<file path="src/rtl/proj_unidade_controle.sv">
// ============================================================================
// proj_unidade_controle: Moore control unit sequencing the chess-move game datapath
// Rev 1.0 - initial release
// ============================================================================
`default_nettype none

module proj_unidade_controle #(
  parameter int BONUS = 2000
) (
  input  logic       clock,
  input  logic       reset,
  input  logic       iniciar,
  input  logic       fimT,
  input  logic       acertou,
  input  logic       temJogada,
  output logic       zeraT,
  output logic       zeraR,
  output logic       zeraP,
  output logic       zeraG,
  output logic       novaJogada,
  output logic       registraR,
  output logic       contaT,
  output logic       decresceT,
  output logic       contaP,
  output logic       pronto,
  output logic [3:0] db_estado
);

  localparam int CW = (BONUS > 0) ? $clog2(BONUS + 1) : 1;
  localparam int BL = (BONUS > 0) ? BONUS - 1 : 0;
  localparam logic [CW-1:0] BONUS_LAST = CW'(BL);

  typedef enum logic [3:0] {
    ST_INICIAL  = 4'h0,
    ST_PREPARA  = 4'h1,
    ST_GERA     = 4'h2,
    ST_ESPERA   = 4'h3,
    ST_REGISTRA = 4'h4,
    ST_COMPARA  = 4'h5,
    ST_ACERTO   = 4'h6,
    ST_BONUS    = 4'h7,
    ST_ERRO     = 4'h8,
    ST_FIM      = 4'hF
  } state_t;

  state_t        state_q, state_d;
  logic [CW-1:0] cnt_q, cnt_d;
  // {zeraT, zeraR, zeraP, zeraG, novaJogada, registraR, contaT, decresceT, contaP, pronto}
  logic [9:0]    out_q, out_d;

  always_comb begin
    state_d = state_q;
    cnt_d   = cnt_q;
    case (state_q)
      ST_INICIAL:  if (iniciar) state_d = ST_PREPARA;
      ST_PREPARA:  state_d = ST_GERA;
      ST_GERA:     state_d = ST_ESPERA;
      ST_ESPERA: begin
        if (fimT)           state_d = ST_FIM;
        else if (temJogada) state_d = ST_REGISTRA;
      end
      ST_REGISTRA: state_d = fimT ? ST_FIM : ST_COMPARA;
      ST_COMPARA: begin
        if (fimT)         state_d = ST_FIM;
        else if (acertou) state_d = ST_ACERTO;
        else              state_d = ST_ERRO;
      end
      ST_ACERTO: begin
        cnt_d   = '0;
        state_d = (BONUS > 0) ? ST_BONUS : ST_GERA;
      end
      ST_BONUS: begin
        // Counter holds the number of bonus cycles already spent in this visit
        if (cnt_q == BONUS_LAST) begin
          cnt_d   = '0;
          state_d = ST_GERA;
        end else begin
          cnt_d = cnt_q + CW'(1);
        end
      end
      ST_ERRO:     state_d = ST_ESPERA;
      ST_FIM:      if (iniciar) state_d = ST_PREPARA;
      default:     state_d = ST_INICIAL;
    endcase

    // Outputs are decoded from the next state so they register alongside it
    out_d = '0;
    case (state_d)
      ST_PREPARA:  out_d = 10'b1111_000000;
      ST_GERA:     out_d = 10'b0000_100000;
      ST_ESPERA:   out_d = 10'b0000_001000;
      ST_REGISTRA: out_d = 10'b0000_011000;
      ST_COMPARA:  out_d = 10'b0000_001000;
      ST_ACERTO:   out_d = 10'b0000_000010;
      ST_BONUS:    out_d = 10'b0000_000100;
      ST_ERRO:     out_d = 10'b0100_000000;
      ST_FIM:      out_d = 10'b0000_000001;
      default:     out_d = '0;
    endcase
  end

  always_ff @(posedge clock or negedge reset) begin
    if (!reset) begin
      state_q <= ST_INICIAL;
      cnt_q   <= '0;
      out_q   <= '0;
    end else begin
      state_q <= state_d;
      cnt_q   <= cnt_d;
      out_q   <= out_d;
    end
  end

  assign zeraT      = out_q[9];
  assign zeraR      = out_q[8];
  assign zeraP      = out_q[7];
  assign zeraG      = out_q[6];
  assign novaJogada = out_q[5];
  assign registraR  = out_q[4];
  assign contaT     = out_q[3];
  assign decresceT  = out_q[2];
  assign contaP     = out_q[1];
  assign pronto     = out_q[0];
  assign db_estado  = state_q;

endmodule

`default_nettype wire

</file>
<file path="config.mk">
export PLATFORM = sky130hd
export DESIGN_NAME = proj_unidade_controle
export DESIGN_NICKNAME = d
export VERILOG_FILES = /design/src/rtl/proj_unidade_controle.sv
export SDC_FILE = /design/constraint.sdc
export NUM_CORES = 1
export LEC_CHECK = 0
export CORE_AREA = 2 2 51 53
export DETAILED_ROUTE_END_ITERATION = 16
export DIE_AREA = 0 0 53 55
export GPL_TIMING_DRIVEN = 0
export PLACE_DENSITY = 0.94
export SLEW_MARGIN = 20
export SYNTH_ARGS = -nofsm -noshare
export SYNTH_HDL_FRONTEND = slang
export SYNTH_SLANG_ARGS = --single-unit
export TNS_END_PERCENT = 20
</file>
<file path="constraint.sdc">
create_clock -name clock -period 3.73 [get_ports clock]
set_clock_uncertainty 0.15 [all_clocks]
set_input_delay 0.5595 -clock clock [delete_from_list [all_inputs] [get_ports clock]]
set_output_delay 0.5595 -clock clock [all_outputs]
set_load 0.01 [all_outputs]
</file>
After elaboration in Yosys (flattened, before gate mapping)
Memories as Yosys holds them, arrays and structs flattened. A register that Yosys moved wholly into a read port is not among the register bits.
Index checks and enable logic that the tools add are counted.
{ "word_totals": {"ff_bits": 15, "romBits": 160, "in_bits": 6, "output_inout_bits": 14, "mem_count": 1} }
{ "op_classes": {"n_addsub": 1, "eq_ne": 10, "n_mux": 10, "reduce_logical": 5} }
{ "memory_table": {"columns": ["memory", "words", "width", "read_ports", "rd_ports_with_merged_regs", "write_ports", "line", "rtl"], "rows": [
  ["(name not given)", 16, 10, 1, 1, 0, "88", "case (state_d)"]
]} }
{ "ops": {"columns": ["operator", "n"], "rows": [
  ["one-hot mux 4 bit (8 select lines)", 1],
  ["2-to-1 mux 4 bit", 7],
  ["one-hot mux 11 bit (2 select lines)", 1],
  ["equality test 4 x 3 -> 1 bit (second input constant)", 4],
  ["adder 11 x 1 -> 11 bit (second input constant)", 1],
  ["equality test 11 bit (second input constant)", 1],
  ["2-to-1 mux 11 bit", 1],
  ["equality test 4 x 2 -> 1 bit (second input constant)", 2],
  ["equality test 4 bit (second input constant)", 2],
  ["equality test 4 x 1 -> 1 bit (second input constant)", 1],
  ["logical NOT 4 bit", 1],
  ["OR reduction 2 bit", 2],
  ["nonzero test 2 bit", 1],
  ["logical NOT 1 bit", 1]
]} }

Logic depth before layout (Yosys ltp)
{ "logic_depth": {"depth_word": 3, "ltp_mapped": 7} }

Worst setup path after synthesis
OpenSTA, ideal clock, no wires.
{ "synth_timing": {"kind": "reg2reg", "start": "register state_q[2], in the netlist db_estado[2]", "end": "register out_q[8]", "arrival_time_ps": 1460, "setup_slack_ps": 2055, "stages_incl_launch_ff": 7, "path_buffers": 1, "cell_sequence": "dfrtp_1 -> buf_4 -> nand3b_2 -> a21oi_2 -> o41ai_4 -> nand2_2 -> o21ba_1"} }
{ "synth_via": {"elab_chain_cells": 3} }
{ "synth_rtl": {"columns": ["item", "line", "rtl"], "rows": [
  ["from (decl)", "46", "state_t state_q, state_d;"],
  ["from (signal assigned)", "108", "state_q <= state_d;"],
  ["equality test 4 bit (tied with other cells)", "54", "case (state_q)"],
  ["OR reduction 2 bit (no source line) or 2-to-1 mux 4 bit (tied branches)", null, null],
  ["one-hot mux 4 bit (8 select lines) (*)", "54", null],
  ["named net state_d[2]", "46", null],
  ["to (decl)", "49", "logic [9:0] out_q, out_d;"]
]} }
The timed path passes the listed nets; every way through them passes the cells marked *.
A chain may end at the register's enable or synchronous reset.

Final worst setup path
{ "layout_timing": {"start": "register state_q[2], in the netlist db_estado[2]", "end": "output port db_estado[2]"} }
{ "layout_rtl": {"columns": ["item", "line", "rtl"], "rows": [
  ["to (decl)", "26", "output logic [3:0] db_estado"]
]} }
No word-level cell between the ends.

==> summary.txt <==
Run status
  – Outcome: finished, final reports clean

Pwr
  – Cell area power density: 730 mW/mm^2
  – VDD IR max: 0.516 mV
  – Static Leak: 0.697 nW

Finish
  – Final #Nets: 161
  – Antenna Cells: 0
  – Area Overhead vs Synth: 19.4%
  – Share of post-route cells with drive strength above 1: 15.7%

Drt
  – Number of routed nets with antenna violations: 0
  – Iteration-0 DRC Markers: 19
  – Routed vias/inst: 5.62
  – WL final: 2650 microns
  – Routed len/inst: 14.5 microns
  – Residual DRC count: 0
  – Vias: 1029
  – DR pass1 iterations: 4

Critical path
  – CP top delay family: buffers and inverters
  – Critical R2R Capture: out_q[8]
  – Slowest-stage cell, CP: clkdlybuf4s50_1
  – WP buf/inv: 1
  – Worst reg-to-reg path cell count: 6
  – Cell breakdown of the critical path: clkdlybuf4s50_1
  – Max FO, Critical Path: 7
  – CP Launch Type: flop
  – R2r setup slk: 1.86 ns
  – CP endpoint kind: primary output
  – Crit Reg-Reg Startpoint: db_estado[2]
  – CP required: 3.02 ns
  – CP max stage delay: 0.59 ns
  – CP Class: flop to primary output
  – Worst path arrival time: 1.38 ns

Synthesis
  – Yosys cell types: 43
  – Synth area leaders: dfrtp_1, xnor2_1, nor2_1, nand2_1, and3_1
  – Ys async rst share: 100%
  – Syn_area_per_cell: 10.0 sq um
  – Most used DFF post-synth: dfrtp_1
  – Post-synth top area share: 44.1%
  – Number of synthesized register bits: 23
  – Leading area contributor after synthesis: dfrtp_1
  – Post-synth EDFFs: 0
  – Post-Syn Area: 0.00131 sq mm
  – Yosys warns: 0
  – Count leader, synth: dfrtp_1
  – Synth Net Count: 137
  – Post-synth top cells: dfrtp_1, nor2_1, nand2_1
  – Seq/Total Area, Yosys: 44.1%
  – Post-Synthesis Cells: 130

Die
  – Initial Util: 55.2%
  – IO Count: 20
  – Total die area: 0.00292 sq mm
  – Die Ht: 55 microns
  – Placeable Area: 0.00236 sq mm
  – FP Rows: 18
  – Die width: 53 microns

Hold path
  – Hold_sp: cnt_q[9]
  – Hold-critical path endpoint: cnt_q[9]
  – Worst hold path depth: 1
  – Tightest Hold Check Type: flop to flop

GRT
  – Vias in the first global route: 984
  – Largest net degree at the start of global routing: 24
  – Grt total ovfl: 0
  – Initial antenna violation count: 0
  – Tot GR Track Use: 21.4%
  – First-pass GRT wire length: 4400 microns

STA
  – Relative slew slack: 34.6%
  – Period minus WS final: 2.09 ns
  – Final worst-path cycle share: 56.0%
  – Final setup TNS: 0 ns
  – Slew Limit Fails: 0
  – Slew @ Worst Pin: 0.977 ns
  – Final hold violation count: 0
  – RSZ-0062 raised after global routing: no
  – Worst hold slack: 0.361 ns
  – Final setup violation count: 0
  – FMAX: 0.478 GHz

Placement
  – Final Wtd Congestion: 0.901
  – IO buf count: 19
  – Post-detail-place hpwl: 2070 microns

Clocking
  – Reg clk slew, reported paths: 0.11 ns
  – Clock Latency Late Sink: 0.31 ns
  – CTS tree: done
  – Clock Root Buffer: clkbuf_4
  – Post-cts hold buffer count: 0
  – Total CTS buffers: 3
  – Postcts setup bufs: 0
  – H-tree depth: 1
  – Clk buf depth: 2
  – Clock Sinks: 23
  – PostCTS Resize Cnt: 0

Flow run
  – Max-cap violations: 0
==> worst max path at each step <==
stage | startpoint | endpoint | depth (start not counted)
finish | db_estado[2] | db_estado[2] | 1
global route | db_estado[2] | db_estado[2] | 1
CTS | db_estado[2] | db_estado[2] | 1
detailed placement | fimT | out_q[8] | 5
global placement | fimT | out_q[3] | 6
floorplan | db_estado[2] | out_q[8] | 6
==> metal layers <==
metal | up-vias | part of all wire (%) | track usage (%)
met2 | 20 | 52 | 36.0
met3 | 5 | 3.2 | 4.03
met1 | 506 | 44 | 26.9
met4 | 0 | 1.4 | 9.83
li1 | 498 | - | -
met5 | - | 0 | 0
==> where the power goes <==
| part | switching (W) | internal, W |
|---|---|---|
| logic | 0.000335 | 0.000323 |
| clock network | 0.0000700 | 0.0000418 |
| registers | 0.0000489 | 0.000320 |
| total | 0.000454 | 0.000686 |
==> cell families (layout without fill, tap and decap cells) <==
logic type / after synthesis / in the layout / synth area share, %
and+or+nand+nor: 60 / 60 / 25.0
adders and majority gates: 1 / 1 / 0.958
xor gates and xnor gates: 7 / 7 / 4.69
muxes: 2 / 2 / 1.53
AOI/OAI and AO/OA: 25 / 25 / 17.8
buffers and inverters: 12 / 35 / 5.94
DFF: 23 / 23 / 44.1
==> cell usage in the layout, fill, tap and decap left out, types with 3 or more instances in the layout <==
cell type / synthesis / final
and3_1: 5 / 5
buf_4: 4 / 4
clkbuf_4: 0 / 3
clkdlybuf4s50_1: 0 / 19
dfrtp_1: 23 / 23
inv_1: 4 / 4
nand2_1: 11 / 11
nand2b_1: 3 / 3
nand3_1: 3 / 3
nor2_1: 16 / 16
nor2b_1: 5 / 5
o21ai_0: 6 / 6
o31ai_1: 3 / 3
xnor2_1: 7 / 7
==> sequential cells by signal, summed over array words and instances (netlist names) <==
| register | cells |
|---|---|
| cnt_q | 11 |
| db_estado | 4 |
| out_q | 8 |
==> through the flow <==
step / cells / worst slack (ns) / power, W / area, sq um / util (%)
floorplan: 130 / 2.06 / 0.000802 / 1310 / -
global placement: 179 / 1.43 / 0.00100 / 1530 / 64.9
detailed placement: 179 / 1.40 / 0.00103 / 1530 / 64.9
CTS: 183 / 1.66 / 0.00114 / 1560 / 66.0
global route: 183 / 1.59 / 0.00122 / 1560 / 66.0
finish: 183 / 1.64 / 0.00114 / 1560 / 66.0
==> final cells by class <==
type / count / area [sq um]
Fill cell: 175 / 805
Multi-Input combinational cell: 95 / 653
Sequential cell: 23 / 576
Timing Repair Buffer: 19 / 190
Buffer: 8 / 62.6
Tap cell: 30 / 37.5
Clock buffer: 4 / 26.3
Inverter: 4 / 15.0
(Power assumes the default switching activity.)
==> edit 1: new RTL, same settings <==
The parameter `BONUS` goes from 2000 to 500.
--- a/src/rtl/proj_unidade_controle.sv
+++ b/src/rtl/proj_unidade_controle.sv
@@ -5,7 +5,7 @@
 `default_nettype none
 
 module proj_unidade_controle #(
-  parameter int BONUS = 2000
+  parameter int BONUS = 500
 ) (
   input  logic       clock,
   input  logic       reset,
Formal check against the unedited RTL: no difference found for any inputs over 10 cycles, from zero or initial values and one cycle with reset low; that may be too few to reach the edited logic, so the function may still have changed.
==> edit 1 against the unedited design <==
- synthesized area shrank 10%
- global-route usage shrank 2.6 points
- first-iteration DRC count shrank 5.3%
- fmax shrank 2.6%
- worst setup slack lost 55 ps
- power shrank 1.2%
- cell area shrank 8.7%
- wire length shrank 6.2%
- sequential power is essentially flat
- sequential cell count shrank 2
- critical endpoint is now db_estado[0]
- largest power group unchanged
==> edit 1: results (changes against the unedited design) <==
metric	value	unit	change
htree_num_levels	1		unchanged
m1WireLength	1010	µm	-13%
ys_types	42		-2.3%
design_area	1430	µm²	-8.7%
nNetsFinal	154		-4.3%
placed_cells	172		-3.9%
grt_pass1_wl	4000	µm	-8.9%
detail_route.vias_per_cell	5.80		+3.2%
multi_input_area	573	µm²	-12%
synthAdderAreaFrac	0.0106		+0.00107
hold_ws	45.9	ps	-315 ps
seq_area_frac_synth	0.447		+0.00667
grt_max_degree	22		-8.3%
leakage	0.000606	µW	-13%
irDropWorstVdd	0.557	mV	+8.0%
fill_cells	195		+11%
avgSynthCellArea	9.55	µm²	-4.9%
synth_commonest_cells	dfrtp_1 (21), nand2_1 (14), nor2_1 (11), o21ai_0 (11), nand2b_1 (6)		
switchingPower	469	µW	+3.4%
path_max_fanout	9		+2
clkbuf_count	3		-1
final_cells	176		-3.8%
wl_met2	1340	µm	-2.1%
largest_register_ffs	9		-2
seq_area	526	µm²	-8.7%
min_path_type	in -> async		
drtIter0Drc	18		-1
post_cts_resized	0		unchanged
dp_slack	1380	ps	-15.4 ps
multi_input_cells	91		-4.2%
synth_compound_area_frac	0.194		+0.0157
grt_pass1_vias	951		-3.4%
muxShareOfSynthArea	0.0170		+0.00171
seq_power	370	µW	about the same
wl_met3	115	µm	+37%
yosys-top-cells-area	dfrtp_1 (45%), o21ai_0 (4.7%), nand2_1 (4.5%)		
synth-xor-area-share	0.00745		-0.0395
dp_hpwl	1850	µm	-11%
routedWlPerCell	14.1	µm	-2.5%
drive_above_1_share	0.123		-0.0336
p_int	657	µW	-4.2%
run_status	finished, final reports clean		
clock_cell_area_share	0.0193		+0.00247
seq_cell_count	21		-8.7%
cp.arrival	1440	ps	+60 ps
routabilityCongestion	0.878		-2.6%
p_comb_frac	0.577		about the same
track_usage	0.187		-0.0265
finalCriticalPeriod	2150	ps	+55.5 ps
[edit 1: cell count changes in the layout (fill, tap and decap cells not counted), moves of 3 or more]
cell      change
xnor2_1       -7
nor2_1        -5
o21ai_0       +5
a21oi_1       +4
and3_1        -3
nand2_1       +3
nand2b_1      +3
[edit 1: layer usage]
layer / vias to the layer above / global-route usage
met5: - / 0
met4: 0 / 0.0427
met3: 4 / 0.0457
met2: 31 / 0.360
met1: 501 / 0.208
li1: 485 / -
[edit 1: path summary, 6_finish.rpt]
kind                                    from           end  cells after the start
worst max register to register      cnt_q[0]      cnt_q[5]                      6
worst max-delay path            db_estado[0]  db_estado[0]                      1
worst min-delay path                   reset      cnt_q[0]                      1
worst min register to register      cnt_q[7]      cnt_q[7]                      1
max in group asynchronous              reset      cnt_q[1]                      1
min in group clock                  cnt_q[7]      cnt_q[7]                      1
==> edit 2: new RTL, config.mk and constraints unchanged <==
Without the edit above. Reset style: synchronous (`reset`), changed in one clocked block.
--- a/src/rtl/proj_unidade_controle.sv
+++ b/src/rtl/proj_unidade_controle.sv
@@ -99,7 +99,7 @@
     endcase
   end
 
-  always_ff @(posedge clock or negedge reset) begin
+  always_ff @(posedge clock) begin
     if (!reset) begin
       state_q <= ST_INICIAL;
       cnt_q   <= '0;
Check against the original RTL: differs if reset is asserted again (counterexample within 4 cycles, from zero or initial values and one cycle with reset low); with reset held inactive, the same outputs for 10 cycles.
==> edit 2 against the unedited design <==
- power decreased by 26%
- cell area decreased by 2.8%
- hold slack improved by 18 ps
- wire length increased by 7.8%
- via count increased by 16%
- final cell count increased by 11%
- critical endpoint is now out_q[7]
- synthesized area decreased by 3.4%
- sequential cell count unchanged
- worst setup slack got worse by 170 ps
- core utilization decreased by 1.9 points
==> edit 2: results (changes against the unedited design) <==
metric	value	unit	change
seq_area_frac_synth	0.365		-0.0755
yosys-top-cells-area	dfxtp_1 (37%), nor2_1 (6.5%), nand2_1 (5.1%)		
cpPeakStageDelay	530	ps	-60 ps
p_int	509	µW	-26%
routabilityCongestion	0.863		-4.3%
placed_area	1490	µm²	-2.9%
grt_pass1_wl	4490	µm	+2.0%
track_usage	0.210		-0.00370
drive_above_1_share	0.126		-0.0304
r2r_end	cnt_q[8]		
hold_ws	379	ps	+18.1 ps
dp_slack	1130	ps	-264 ps
drtIter0Drc	26		+7
synth-xor-area-share	0.00694		-0.0400
synth_cells	151		+16%
run_status	finished, final reports clean		
detail_route.vias_per_cell	5.87		+4.4%
multi_input_area	731	µm²	+12%
tightest_slew	691	ps	-286 ps
synth_nets	158		+15%
grt_max_degree	14		-42%
min_to	cnt_q[9]		
wl	2860	µm	+7.8%
dp_hpwl	2180	µm	+5.3%
vias	1197		+16%
cpLargestDelayFamily	compound AO/OA/AOI/OAI gates		
worstSetupStartpoint	fimT		
cp.arrival	2350	ps	+970 ps
muxShareOfSynthArea	0		-0.0153
synth_commonest_cells	dfxtp_1 (23), nor2_1 (22), nand2_1 (17)		
## edit 2: tightest hold or removal path, delay by kind of cell, from the launching register on
family	cells	cell delay [ps]
AOI/OAI and AO/OA	2	150
DFF	1	340
## edit 2: area by class of cell
class / instances / area share
well taps: 30 / 0.0248
plain buffers: 8 / 0.0388
inverters: 3 / 0.00743
multi-input cells: 117 / 0.482
repair buffers: 19 / 0.125
clock inverters: 1 / 0.00330
flip-flops and latches: 23 / 0.304
clock buffers: 3 / 0.0149
## edit 2: worst max path at each step
stage               slack [ps]  endpoint  cells past startpoint
global placement          1280  out_q[4]                      6
finish                    1470  out_q[7]                      6
floorplan                 1850  cnt_q[6]                      6
global route              1250  cnt_q[7]                      6
CTS                       1450  out_q[7]                      6
detailed placement        1130  out_q[7]                      6
## edit 2: per-layer routing
layer	vias up	global-route usage	wire, µm
met1	558	0.240	1220
met2	36	0.398	1480
met4	0	0.0684	34
met3	6	0.0349	123
li1	597	-	-
met5	-	0	0
